**config.mk**
```make
export PLATFORM = sky130hd
export DESIGN_NAME = fetch_sequencer
export DESIGN_NICKNAME = d
export VERILOG_FILES = /design/src/rtl/fetch_sequencer.sv
export SDC_FILE = /design/constraint.sdc
export NUM_CORES = 1
export LEC_CHECK = 0
export BUFFER_PORTS_ARGS = -buffer_cell sky130_fd_sc_hd__clkbuf_2
export CORE_MARGIN = 1
export CORE_UTILIZATION = 25
export CTS_CLUSTER_SIZE = 25
export DETAILED_ROUTE_END_ITERATION = 12
export PLACE_DENSITY = 0.56
export SYNTH_ARGS = -nofsm -noshare
export SYNTH_HDL_FRONTEND = slang
export SYNTH_SLANG_ARGS = --single-unit
```
**constraint.sdc**
```tcl
create_clock -name CLK -period 5 [get_ports CLK]
set_input_delay 1.25 -clock CLK [delete_from_list [all_inputs] [get_ports CLK]]
set_output_delay 1.25 -clock CLK [all_outputs]
set_load 0.02 [all_outputs]
```
**src/rtl/fetch_sequencer.sv**
```systemverilog
// ---------------------------------------------------------------------------
// fetch_sequencer
//   Front-end controller for the PC register. Chooses which next-PC source the
//   PC generator loads (PCSrcs) and when it loads (enable). It also drives the
//   four candidate next-PC buses and the IF/ID flush pulses. A redirect that
//   arrives during a stall is held and replayed once the stall clears. HALT
//   parks the front end until reset.
//
//   Optional build macro: FETCH_SEQ_STATS_EN adds the redirect_cnt and
//   stall_cnt saturating counters.
//
// Ports
//   CLK           clock, all state updates on posedge
//   reset         synchronous, active-high
//   pc            current PC fed back from the PC register
//   stall         pipeline/memory stall; fetch must not advance
//   halt          HALT decoded in ID
//   br_req/br_target  taken branch resolved in EX
//   jr_req/jr_target  JR in ID
//   j_req/j_target    J/JAL in ID
//   PCSrcs        00=JR, 01=J/JAL, 10=branch, 11=sequential
//   enable        PC register load enable
//   pc0..pc3      candidate buses: JR, J, branch, pc+1
//   flush_if      kill the IF instruction (1-cycle pulse)
//   flush_id      kill the ID instruction (1-cycle pulse)
//   halted        high while halted
//   redirect_cnt  (FETCH_SEQ_STATS_EN) enabled redirects, replays included
//   stall_cnt     (FETCH_SEQ_STATS_EN) RUN/HOLD cycles with enable low
// ---------------------------------------------------------------------------
module fetch_sequencer #(
  parameter int INST_MEM_WIDTH = 14
) (
  input  logic                      CLK,
  input  logic                      reset,
  input  logic [INST_MEM_WIDTH-1:0] pc,
  input  logic                      stall,
  input  logic                      halt,
  input  logic                      br_req,
  input  logic [INST_MEM_WIDTH-1:0] br_target,
  input  logic                      jr_req,
  input  logic [INST_MEM_WIDTH-1:0] jr_target,
  input  logic                      j_req,
  input  logic [INST_MEM_WIDTH-1:0] j_target,
  output logic [1:0]                PCSrcs,
  output logic                      enable,
  output logic [INST_MEM_WIDTH-1:0] pc0,
  output logic [INST_MEM_WIDTH-1:0] pc1,
  output logic [INST_MEM_WIDTH-1:0] pc2,
  output logic [INST_MEM_WIDTH-1:0] pc3,
  output logic                      flush_if,
  output logic                      flush_id,
  output logic                      halted
`ifdef FETCH_SEQ_STATS_EN
  ,
  output logic [31:0]               redirect_cnt,
  output logic [31:0]               stall_cnt
`endif
);

  localparam logic [1:0] SRC_JR  = 2'b00;
  localparam logic [1:0] SRC_J   = 2'b01;
  localparam logic [1:0] SRC_BR  = 2'b10;
  localparam logic [1:0] SRC_SEQ = 2'b11;
  localparam logic [INST_MEM_WIDTH-1:0] PC_ONE = INST_MEM_WIDTH'(1);

  typedef enum logic [1:0] {
    ST_BOOT   = 2'b00,
    ST_RUN    = 2'b01,
    ST_HOLD   = 2'b10,
    ST_HALTED = 2'b11
  } state_t;

  state_t                      r_state;
  state_t                      w_state_nxt;
  logic                        r_pend_vld;
  logic [1:0]                  r_pend_src;
  logic [INST_MEM_WIDTH-1:0]   r_pend_target;
  logic                        w_pend_load;
  logic                        w_pend_clr;
  logic [1:0]                  w_pend_src_nxt;
  logic [INST_MEM_WIDTH-1:0]   w_pend_target_nxt;
  logic                        w_replay;

  // State and pending-redirect registers
  always_ff @(posedge CLK) begin
    if (reset) begin
      r_state       <= ST_BOOT;
      r_pend_vld    <= 1'b0;
      r_pend_src    <= SRC_SEQ;
      r_pend_target <= '0;
    end else begin
      r_state <= w_state_nxt;
      if (w_pend_clr) begin
        r_pend_vld <= 1'b0;
      end else if (w_pend_load) begin
        r_pend_vld    <= 1'b1;
        r_pend_src    <= w_pend_src_nxt;
        r_pend_target <= w_pend_target_nxt;
      end
    end
  end

  // Next-state, redirect arbitration and control outputs
  always_comb begin
    w_state_nxt       = r_state;
    PCSrcs            = SRC_SEQ;
    enable            = 1'b0;
    flush_if          = 1'b0;
    flush_id          = 1'b0;
    halted            = 1'b0;
    w_pend_load       = 1'b0;
    w_pend_clr        = 1'b0;
    w_pend_src_nxt    = SRC_SEQ;
    w_pend_target_nxt = '0;
    w_replay          = 1'b0;
    case (r_state)
      ST_BOOT: begin
        // One dead cycle; a stall here has no effect.
        w_state_nxt = ST_RUN;
      end
      ST_RUN: begin
        if (stall) begin
          // Capture the winning redirect. A halt under stall is not held:
          // the frozen pipeline presents it again once the stall clears.
          if (br_req) begin
            w_pend_load       = 1'b1;
            w_pend_src_nxt    = SRC_BR;
            w_pend_target_nxt = br_target;
            w_state_nxt       = ST_HOLD;
          end else if (jr_req) begin
            w_pend_load       = 1'b1;
            w_pend_src_nxt    = SRC_JR;
            w_pend_target_nxt = jr_target;
            w_state_nxt       = ST_HOLD;
          end else if (j_req) begin
            w_pend_load       = 1'b1;
            w_pend_src_nxt    = SRC_J;
            w_pend_target_nxt = j_target;
            w_state_nxt       = ST_HOLD;
          end else begin
            w_state_nxt = ST_RUN;
          end
        end else if (br_req) begin
          PCSrcs   = SRC_BR;
          enable   = 1'b1;
          flush_if = 1'b1;
          flush_id = 1'b1;
        end else if (jr_req) begin
          PCSrcs   = SRC_JR;
          enable   = 1'b1;
          flush_if = 1'b1;
        end else if (j_req) begin
          PCSrcs   = SRC_J;
          enable   = 1'b1;
          flush_if = 1'b1;
        end else if (halt) begin
          w_state_nxt = ST_HALTED;
        end else begin
          enable = 1'b1;
        end
      end
      ST_HOLD: begin
        if (stall) begin
          // Only a branch (older instruction, resolved in EX) may displace a
          // held JR/J; a held branch is never displaced.
          if (br_req && (r_pend_src != SRC_BR)) begin
            w_pend_load       = 1'b1;
            w_pend_src_nxt    = SRC_BR;
            w_pend_target_nxt = br_target;
          end else begin
            w_pend_load = 1'b0;
          end
        end else if (r_pend_vld) begin
          // Replay: live requests are ignored this cycle.
          w_replay    = 1'b1;
          PCSrcs      = r_pend_src;
          enable      = 1'b1;
          flush_if    = 1'b1;
          flush_id    = (r_pend_src == SRC_BR);
          w_pend_clr  = 1'b1;
          w_state_nxt = ST_RUN;
        end else begin
          w_state_nxt = ST_RUN;
        end
      end
      ST_HALTED: begin
        halted = 1'b1;
      end
      default: begin
        w_state_nxt = ST_BOOT;
      end
    endcase
  end

  // Candidate next-PC buses; the held target overrides its bus during replay
  always_comb begin
    pc3 = pc + PC_ONE;
    if (w_replay && (r_pend_src == SRC_JR)) begin
      pc0 = r_pend_target;
    end else begin
      pc0 = jr_target;
    end
    if (w_replay && (r_pend_src == SRC_J)) begin
      pc1 = r_pend_target;
    end else begin
      pc1 = j_target;
    end
    if (w_replay && (r_pend_src == SRC_BR)) begin
      pc2 = r_pend_target;
    end else begin
      pc2 = br_target;
    end
  end

`ifdef FETCH_SEQ_STATS_EN
  logic w_redirect_evt;
  logic w_stall_evt;

  assign w_redirect_evt = enable && (PCSrcs != SRC_SEQ);
  assign w_stall_evt    = !enable && ((r_state == ST_RUN) || (r_state == ST_HOLD));

  // Saturating event counters
  always_ff @(posedge CLK) begin
    if (reset) begin
      redirect_cnt <= 32'd0;
      stall_cnt    <= 32'd0;
    end else begin
      if (w_redirect_evt && (redirect_cnt != 32'hFFFF_FFFF)) begin
        redirect_cnt <= redirect_cnt + 32'd1;
      end
      if (w_stall_evt && (stall_cnt != 32'hFFFF_FFFF)) begin
        stall_cnt <= stall_cnt + 32'd1;
      end
    end
  end
`endif

endmodule

```
==> summary by stage, run 1 <==
Outcome
The flow ran to the end, and the final reports show no timing, DRC or antenna violations.

Worst setup path
The launching element of the worst setup path is stall. The number of cells on the worst reg-to-reg path is 5. The startpoint of the worst-slack reg-to-reg timing path is r_state[0]. The startpoint kind of the worst setup timing path is an input pin. The slowest stage of the critical path belongs to the cell nor2_2.

In this run the critical register-to-register path is captured at r_pend_target[7]. Along the worst path, the maximum fanout reaches 10. The critical path endpoint category is a primary output. The register-to-register setup slack is 2.25 ns.

The worst path arrival time is 2.83 ns. For the worst setup path, the data required time is approximately 3.8 ns. By startpoint and endpoint, the worst setup path is classified as in2out. The worst setup path endpoint is pc2[6]. Traced cell by cell, the critical path runs through clkbuf_2 -> nand3b_4 -> nor2_2 -> buf_4 -> mux2_2 -> clkbuf_2. The cell type with the highest occurrence count on the critical path is clkbuf_2. The largest single stage delay on the critical path is 0.39 ns.

Synth
The post-synthesis cell type with the largest combined area is mux2_2. Of the synthesized area, sequential elements account for 0.1847. The flip-flop and latch count after synthesis is 19. Synthesis produced a netlist whose cell count is roughly 240. The number of distinct library cells after synthesis is 42. The post-synth design cell area is approximately 2100 um2. The share of the synthesized area in the top cell type is 0.2296. During synthesis, Yosys emitted a total of 0 warnings. The post-synth net total is ~310.

Averaged over all synthesized cells, the footprint is roughly 8.5 um2. By area the synthesized netlist is led by mux2_2 23%, dfxtp_1 18%, a311oi_2 5.8%, a22oi_1 5.5%, a21oi_1 4.9%.

Timing
Static timing analysis puts the maximum clock frequency at 0.2449 GHz. The final number of max-transition violations was 0. For the pin with the worst max-slew slack, the measured transition is ~1.3 ns.

The worst clock skew is 0.005522 ns. The final setup violation count is 0. Dividing the final minimum period by the clock period gives 0.8166. The worst pin sits at a relative slew slack of 0.1346. The hold violation count in the final report is 0. The final-layout setup total negative slack is 0 ns. Setup repair after global routing left no endpoint under its margin.

The clock period could shrink to ~4.1 ns.

Power and ir drop
For this design the ratio of total power to cell area is about 210 nW/um2. VDD sags by at most just over 0.06 mV. The total chip power is 0.5906 mW. The share of total power dissipated in combinational logic is 0.475. The total internal power is between 0.3 and 0.4 mW. The switching share of total power is 0.4271. The static leakage is 1.211 nW. The share of total power dissipated in sequential elements is 0.337. Of the total power, the clock network draws 0.188. For this design the total switching power over the nets is between 0.2 and 0.3 mW.

Worst hold path
The beginning of the worst hold path is r_pend_target[9]. The tightest min-delay check is of the reg2reg type.

Floorplanning
From left edge to right edge, the die measures around 90 um. The die covers around 8600 um2. The die is a little over 90 um tall.

The total area inside the core boundary comes to ~7800 um2. between 100 and 150 I/O pins were placed. The row count is 32. For this configuration, the core starts out at a cell density of 0.2624.

Clocking
The root buffer cell chosen for the clock tree is clkbuf_8. Post-CTS timing repair inserted 0 buffers for setup. The maximum clock insertion buffer count is 2. The deepest level of the CTS H-tree is 1. The later pin in the worst-skew pair is clocked with a latency of ~0.26 ns. The number of gates given a new drive strength after cts is 0. The clock transition at the registers of the reported paths is approximately 0.08 ns. The number of clock buffers inserted by TritonCTS is 3. The number of clock sinks is 19. The TritonCTS clock tree is done. The hold-fix buffer count after cts is 0.

Run
Across the run, the number of max-cap violations was 0.

Placed design
Counting tap cells, the placed design contains a total of 453 instances. The standard cell area after detailed placement is between 2000 and 3000 um2. Buffers placed on the I/O ports in this run total between 100 and 150.

The post-DP HPWL is 5387 um. At the end of routability-driven placement, the weighted congestion stood at around 0.81.

Global routing
The first global-routing pass estimated about 12,000 um of wire. For met3 alone, demand over resource in global routing was 0.03120. The fraction of met2 tracks used by global routing is 0.2929. The remaining global-route overflow is 0. The busiest metal layer after global routing is met2.

The via count of the first global-routing pass is 2,314. Across every metal layer, demand over resource in global routing totals 0.1727. The initial antenna violation count came to 0. For met1 alone, demand over resource in global routing was 0.2226.

Entering global routing, the biggest net connects 22 pins.

Routing
The routed design has between 7000 and 8000 um of wire. Once detail routing completed, the nets flagged for antenna violations numbered 0. For this run, the detailed router's first-pass iteration total came to 4.

After detailed routing, the number of vias per cell comes to 5.195. Dividing the detail-routed wire length by the instance count gives roughly 16 um. The number of violations reported at the end of detailed-routing iteration 0 is 63. The via count is about 2.4k.

The number of remaining DRC errors is 0.

Layout
Of the cells placed in the final design, the portion with a size suffix greater than 1 is 0.5662. The final layout contains between 400 and 500 nets. At the end of the flow the core is filled with cells to 0.3554. The layout-stage area growth over the synthesis result is 35.42%.

Summing all non-filler instances in the final layout gives an area of 2789 um2. The antenna diode count is 0. The layout filler cell count is a little under 900. The count of cells in the finished layout, fillers not included, comes to around 460.
cell families after synthesis:
group / share of synthesized area
buffers and inverters: 0.05711
and+or+nand+nor: 0.2041
adders and majority gates: 0.03038
AOI/OAI and AO/OA: 0.2430
xor gates and xnor gates: 0.05103
muxes: 0.2296
DFF: 0.1847
synthesized netlist by cell type:
master	n
buf_6	2
dfxtp_1	19
nand3b_1	2
a21oi_1	20
a311o_1	1
xor2_1	5
nand2_1	9
inv_1	6
buf_2	10
a311oi_2	8
nor3b_1	1
o21ai_0	8
nand4_1	3
nor2b_1	1
nand3_1	18
clkbuf_1	6
nor3_4	1
a211oi_2	1
or2_2	14
and3_1	1
or3_1	2
xnor2_1	7
nor2_2	1
a22oi_1	15
a211oi_1	2
nand3b_4	1
ha_1	5
a21boi_0	1
nor3_2	1
mux2_2	42
nor3_1	3
a21bo_1	1
nor2_1	10
a21o_1	1
a221oi_1	1
a31oi_1	2
nand2b_1	1
nor4b_1	1
and2b_1	1
and4_1	1
and2_1	1
a311oi_1	5
worst max-delay path: cells and delay by family:
kind / cells / cell delay (ns)
buffers and inverters: 3 / 0.61
AND/OR/NAND/NOR: 2 / 0.61
multiplexers: 1 / 0.36
placed cells by master, fill, tap and decap left out, types with 8 or more instances in the layout:
| cell type | netlist | routed |
|---|---|---|
| a21oi_1 | 20 | 20 |
| a22oi_1 | 15 | 15 |
| a311oi_2 | 8 | 8 |
| clkbuf_2 | 0 | 124 |
| dfxtp_1 | 19 | 19 |
| mux2_2 | 42 | 42 |
| nand2_1 | 9 | 9 |
| nand3_1 | 18 | 18 |
| nor2_1 | 10 | 10 |
| o21ai_0 | 8 | 8 |
| or2_2 | 14 | 14 |
worst min path at each step:
| stage | endpoint | slack [ns] | cells past startpoint |
|---|---|---|---|
| after detailed placement | r_state[1] | 0.54 | 2 |
| after floorplan | r_state[1] | 0.51 | 2 |
| final | r_pend_target[9] | 0.56 | 2 |
| after global placement | r_pend_target[9] | 0.54 | 2 |
| after global routing | r_pend_target[10] | 0.59 | 2 |
| after CTS | r_pend_target[9] | 0.56 | 2 |
flip-flops by register name, indices dropped and copies added, names as in the netlist:
signal	cells
r_pend_src	2
r_pend_target	14
r_state	2
r_pend_vld	1
layer usage:
metal,vias up,share of wire
met5,-,0
met4,0,0.013
met3,8,0.073
met2,109,0.47
met1,1121,0.45
li1,1136,-
area by class of cell:
class	count	area [um2]	area share
multi-input cells	198	1562	0.5599
repair buffers	128	650.6	0.2333
flip-flops and latches	19	380.4	0.1364
well taps	102	127.6	0.04576
clock buffers	3	41.29	0.01480
inverters	6	22.52	0.008075
clock inverters	1	5.005	0.001795
metrics by stage:
| step | hold slack, ns | setup slack (ns) |
|---|---|---|
| 6_report | 0.5561 | 0.9171 |
| 3_5_place_dp | 0.5403 | 0.9087 |
| 3_3_place_gp | 0.5357 | 0.9634 |
| 2_1_floorplan | 0.5062 | 1.247 |
| 4_1_cts | 0.5602 | 0.9023 |
| 5_1_grt | 0.5892 | 0.8388 |
power by group through the flow:
stage / registers, mW / logic, mW / clock network, mW
2_1_floorplan: 0.193 / 0.193 / 0
3_3_place_gp: 0.202 / 0.276 / 0
3_5_place_dp: 0.202 / 0.279 / 0
4_1_cts: 0.199 / 0.281 / 0.116
5_1_grt: 0.203 / 0.308 / 0.121
6_report: 0.199 / 0.281 / 0.111
No activity file was read; power rests on OpenSTA's default activity.
==> inputs of run 2 (changes only) <==
ABC_AREA = 1   (was unset)
PLACE_DENSITY = 0.57   (was 0.56)
clock period = 3.5 ns   (was 5 ns; I/O delays follow)
==> run 2 against run 1 <==
Net effect:
- the flow now finishes with violations (design-rule violations)
- setup slack got worse by 0.45 ns
- critical path type is now reg2out
- wire length increased by 13%
- first-iteration DRC count increased to 3.3 times the previous value
- critical endpoint is now pc1[4]
- highest routed layer unchanged
- synthesized area increased by 12%
==> summary by stage, run 2 <==
Clocking
The maximum clock insertion buffer count is 2. Gates resized during post-CTS repair numbered 0. The number of setup buffers added after CTS is 0. CTS built an H-tree with a depth of 1.

The tree is rooted in a clkbuf_8. The TritonCTS clock tree is done. The later pin in the worst-skew pair is clocked with a latency of between 0.2 and 0.3 ns.

Clock tree synthesis found a total of 19 sinks. The number of clock buffers inserted by TritonCTS is 3. Clock-pin slew was measured on the worst setup and hold paths at 0.07 ns. The hold-fix buffer count after cts is 0.

Global routing
For met3 alone, demand over resource in global routing was 0.02720. Global routing finished with a remaining overflow of 0. For met2 alone, demand over resource in global routing was 0.3001. The overall routing resource usage is 0.1745.

The met1 track demand over resource is 0.2235. The initial antenna violation count was 0. The via count of the first global-routing pass is around 2.7k. The global-route wire length before repair is roughly 14,000 um. The busiest metal layer after global routing is met2. Entering global routing, the biggest net connects 30 pins.

Synth
The total of warnings raised by yosys is 0. The number of standard cells after synthesis is 419. The share of the Yosys chip area taken by registers is 0.1648. nand2_1 is the most common cell in the netlist.

By area the synthesized netlist is led by nand2_1 21%, dfxtp_1 16%, nor2_1 8.8%, inv_1 8.0%, a21oi_1 7.2%. In this run, synthesis inferred 0 flip-flops with an integrated enable. The post-synth design cell area is approximately 2300 um2.

The share of the synthesized area in the top cell type is 0.2130. After synthesis, the most frequently instantiated cells are 131 x nand2_1, 54 x nor2_1, 49 x inv_1. The number of different library cells used by synthesis comes to 29. Of all flip-flops after synthesis, the portion carrying an async set or reset was 0. A synthesized cell averages 5.509 um2.

After synthesis the netlist holds a flip-flop and latch count of 19. The number of nets in the synthesized netlist is just under 500. In the synthesized netlist the dominant register cell turns out to be dfxtp_1. Summed over all instances, the cell type with the most area after synthesis is nand2_1.

Timing
Hold timing on the final database bottoms out at a slack of approximately 0.53 ns. The final setup violation count is 0. At the pin with the least slew margin, the transition time is approximately 0.54 ns. The clock period minus final worst setup slack is 3.036 ns. The share of the clock period used by the worst path is 0.8675.

The worst clock skew is between 0.008 and 0.009 ns. The final number of max-transition violations was 0. The remaining max-slew budget at the tightest pin is 0.6407.

The achievable frequency is between 0.3 and 0.4 GHz. Setup repair after global routing left no endpoint under its margin. The hold violation count in the final report is 0. In the final timing run, aggregate negative setup slack is 0 ns.

Floorplanning
The initial standard-cell utilization of the core is 0.2609. The overall die area is slightly below 10,000 um2. The die is approximately 98 um wide. For this design the top-level I/O count stands at 125.

The total area inside the core boundary comes to around 8800 um2. The die is about 100 um tall. The row count is 34.

Run
The max-cap violation count is 0.

Worst setup path
STA classifies the critical path endpoint as a primary output. The master of the slowest instance on the critical path is dfxtp_1. Walking the worst path, the cells encountered are ha_1 -> nand3_4 -> nor3_4 -> buf_4 -> nor2_1 -> a21oi_1 -> clkbuf_2. Data on the critical path is required at its endpoint by 2.62 ns. The kind of cell adding the most delay to the critical path is buffers and inverters. Counting cells, the worst reg-to-reg path comes to 9.

The startpoint kind of the worst setup timing path is a register. The kind of critical path is reg2out. STA puts the critical path data arrival time at between 2 and 2.5 ns. The critical path depth in cells is 7. The critical path buffer and inverter count is 2.

The worst stage delay on the critical path is 0.42 ns. Of all nets on the critical path, the largest fanout is 28.

Routing
For this block, the initial DRC count from the detailed router was between 200 and 250. The count of nets left with antenna violations once routing finished came out at 0. Using the TritonRoute via totals, the vias-per-cell ratio works out to between 4 and 5. The final wirelength is around 8500 um.

Before antenna repair, the detailed router went through 8 iterations. Summing over every cut layer, the via total after detailed routing is 2,951. The per-cell routed wire length is roughly 13 um. For this run, design rule violations remaining after detail routing come to 10.

Power and ir drop
Of the total power, the share spent switching nets is 0.5243. The combinational power share is 0.624. Summed over all nets, the switching power comes to about 0.73 mW.

The share of total power dissipated in the clock network is 0.117. The sequential cell fraction of total power is 0.259. Power spread over the standard cell area amounts to 463.1 nW/um2. IR analysis of the VDD net gives a maximum drop of between 0.1 and 0.15 mV.

The static leakage is ~1.7 nW. Internal power comes to 0.6632 mW.

Layout
The count of nets after finishing is 603. After filler insertion, the fill cell instance count of the layout stands at approximately 1k. The layout-stage area growth over the synthesis result is 30.41%. The largest registers in the layout are r_pend_target x14, r_pend_src x2, r_state x2. In the final layout, the share of cells above drive strength 1 is 0.2978. The area occupied by multi-input gates is between 1500 and 2000 um2. In the final layout, flip-flops and latches occupy 380.4 um2. 0 antenna diodes ended up in the layout.

The library cells used most frequently in the layout, excluding fill and tap cells, are 131 x nand2_1, 124 x clkbuf_2, 54 x nor2_1. The register with the most flip-flops in the layout has 14 of them. The library cell used most frequently in the layout, excluding fill and tap cells, is nand2_1. The register name with the most flops is r_pend_target.

Placed design
Buffers placed on the I/O ports in this run total approximately 120. The global placement routability congestion is between 1 and 1.5. The post-DP HPWL is about 6900 um.

Worst hold path
The min-delay analysis places its worst path in the category reg2reg. Along the worst hold path, the cell count comes to 2.

Outcome
The final reports fail on design-rule violations. The run finished, with violations left.
==> run 2: routing by layer <==
| layer | wire length (um) | up-vias |
|---|---|---|
| met4 | 149 | 0 |
| met1 | 3703 | 1296 |
| li1 | - | 1550 |
| met2 | 4062 | 94 |
| met3 | 541 | 11 |
| met5 | 0 | - |
==> run 2: final cells by class <==
class                      instances  area share
multi-input combinational        330      0.5308
timing repair buffer             128      0.2161
inverter                          53     0.06650
clock inverter                     1    0.001663
tap                              108     0.04489
sequential                        19      0.1264
clock buffer                       3     0.01372
==> run 2: through the flow <==
stage                     utilization  std cells  instance area (um2)  setup slack [ns]  power, mW
after floorplan                     -        419                 2308            0.5849      1.004
after global placement         0.3350        638                 2964            0.5254      1.229
after detailed placement       0.3350        638                 2964            0.5287      1.232
after CTS                      0.3402        642                 3010            0.5170      1.399
after global routing           0.3402        642                 3010            0.3681      1.523
final                          0.3402        642                 3010            0.4638      1.394
==> run 2: power by group through the flow <==
| stage | logic, mW | registers [mW] | clock network, mW |
|---|---|---|---|
| after floorplan | 0.657 | 0.347 | 0 |
| final | 0.870 | 0.361 | 0.163 |
| after detailed placement | 0.868 | 0.364 | 0 |
| after global placement | 0.866 | 0.363 | 0 |
| after CTS | 0.872 | 0.359 | 0.167 |
| after global routing | 0.980 | 0.371 | 0.173 |
==> run 2: final timing paths <==
kind                 start                to  slack [ns]
max             r_state[1]            pc1[4]        0.46
min          r_pend_src[0]     r_pend_src[0]        0.53
max reg2reg     r_state[0]  r_pend_target[6]        1.61
min reg2reg  r_pend_src[0]     r_pend_src[0]        0.53
==> run 2: cells by family (layout without fill, tap and decap cells) <==
logic type	after synthesis	in the layout	synth area share
simple gates	242	242	0.4520
compound gates	72	72	0.1713
buf+inv	70	185	0.1431
flops	19	19	0.1648
xor+xnor	11	11	0.04174
fa+ha+maj	5	5	0.02710
==> run 2: worst min-delay path, cell delays in order (launching register included) <==
cell,delay [ns]
dfxtp_1,0.34
nand2_1,0.07
nand3_1,0.07
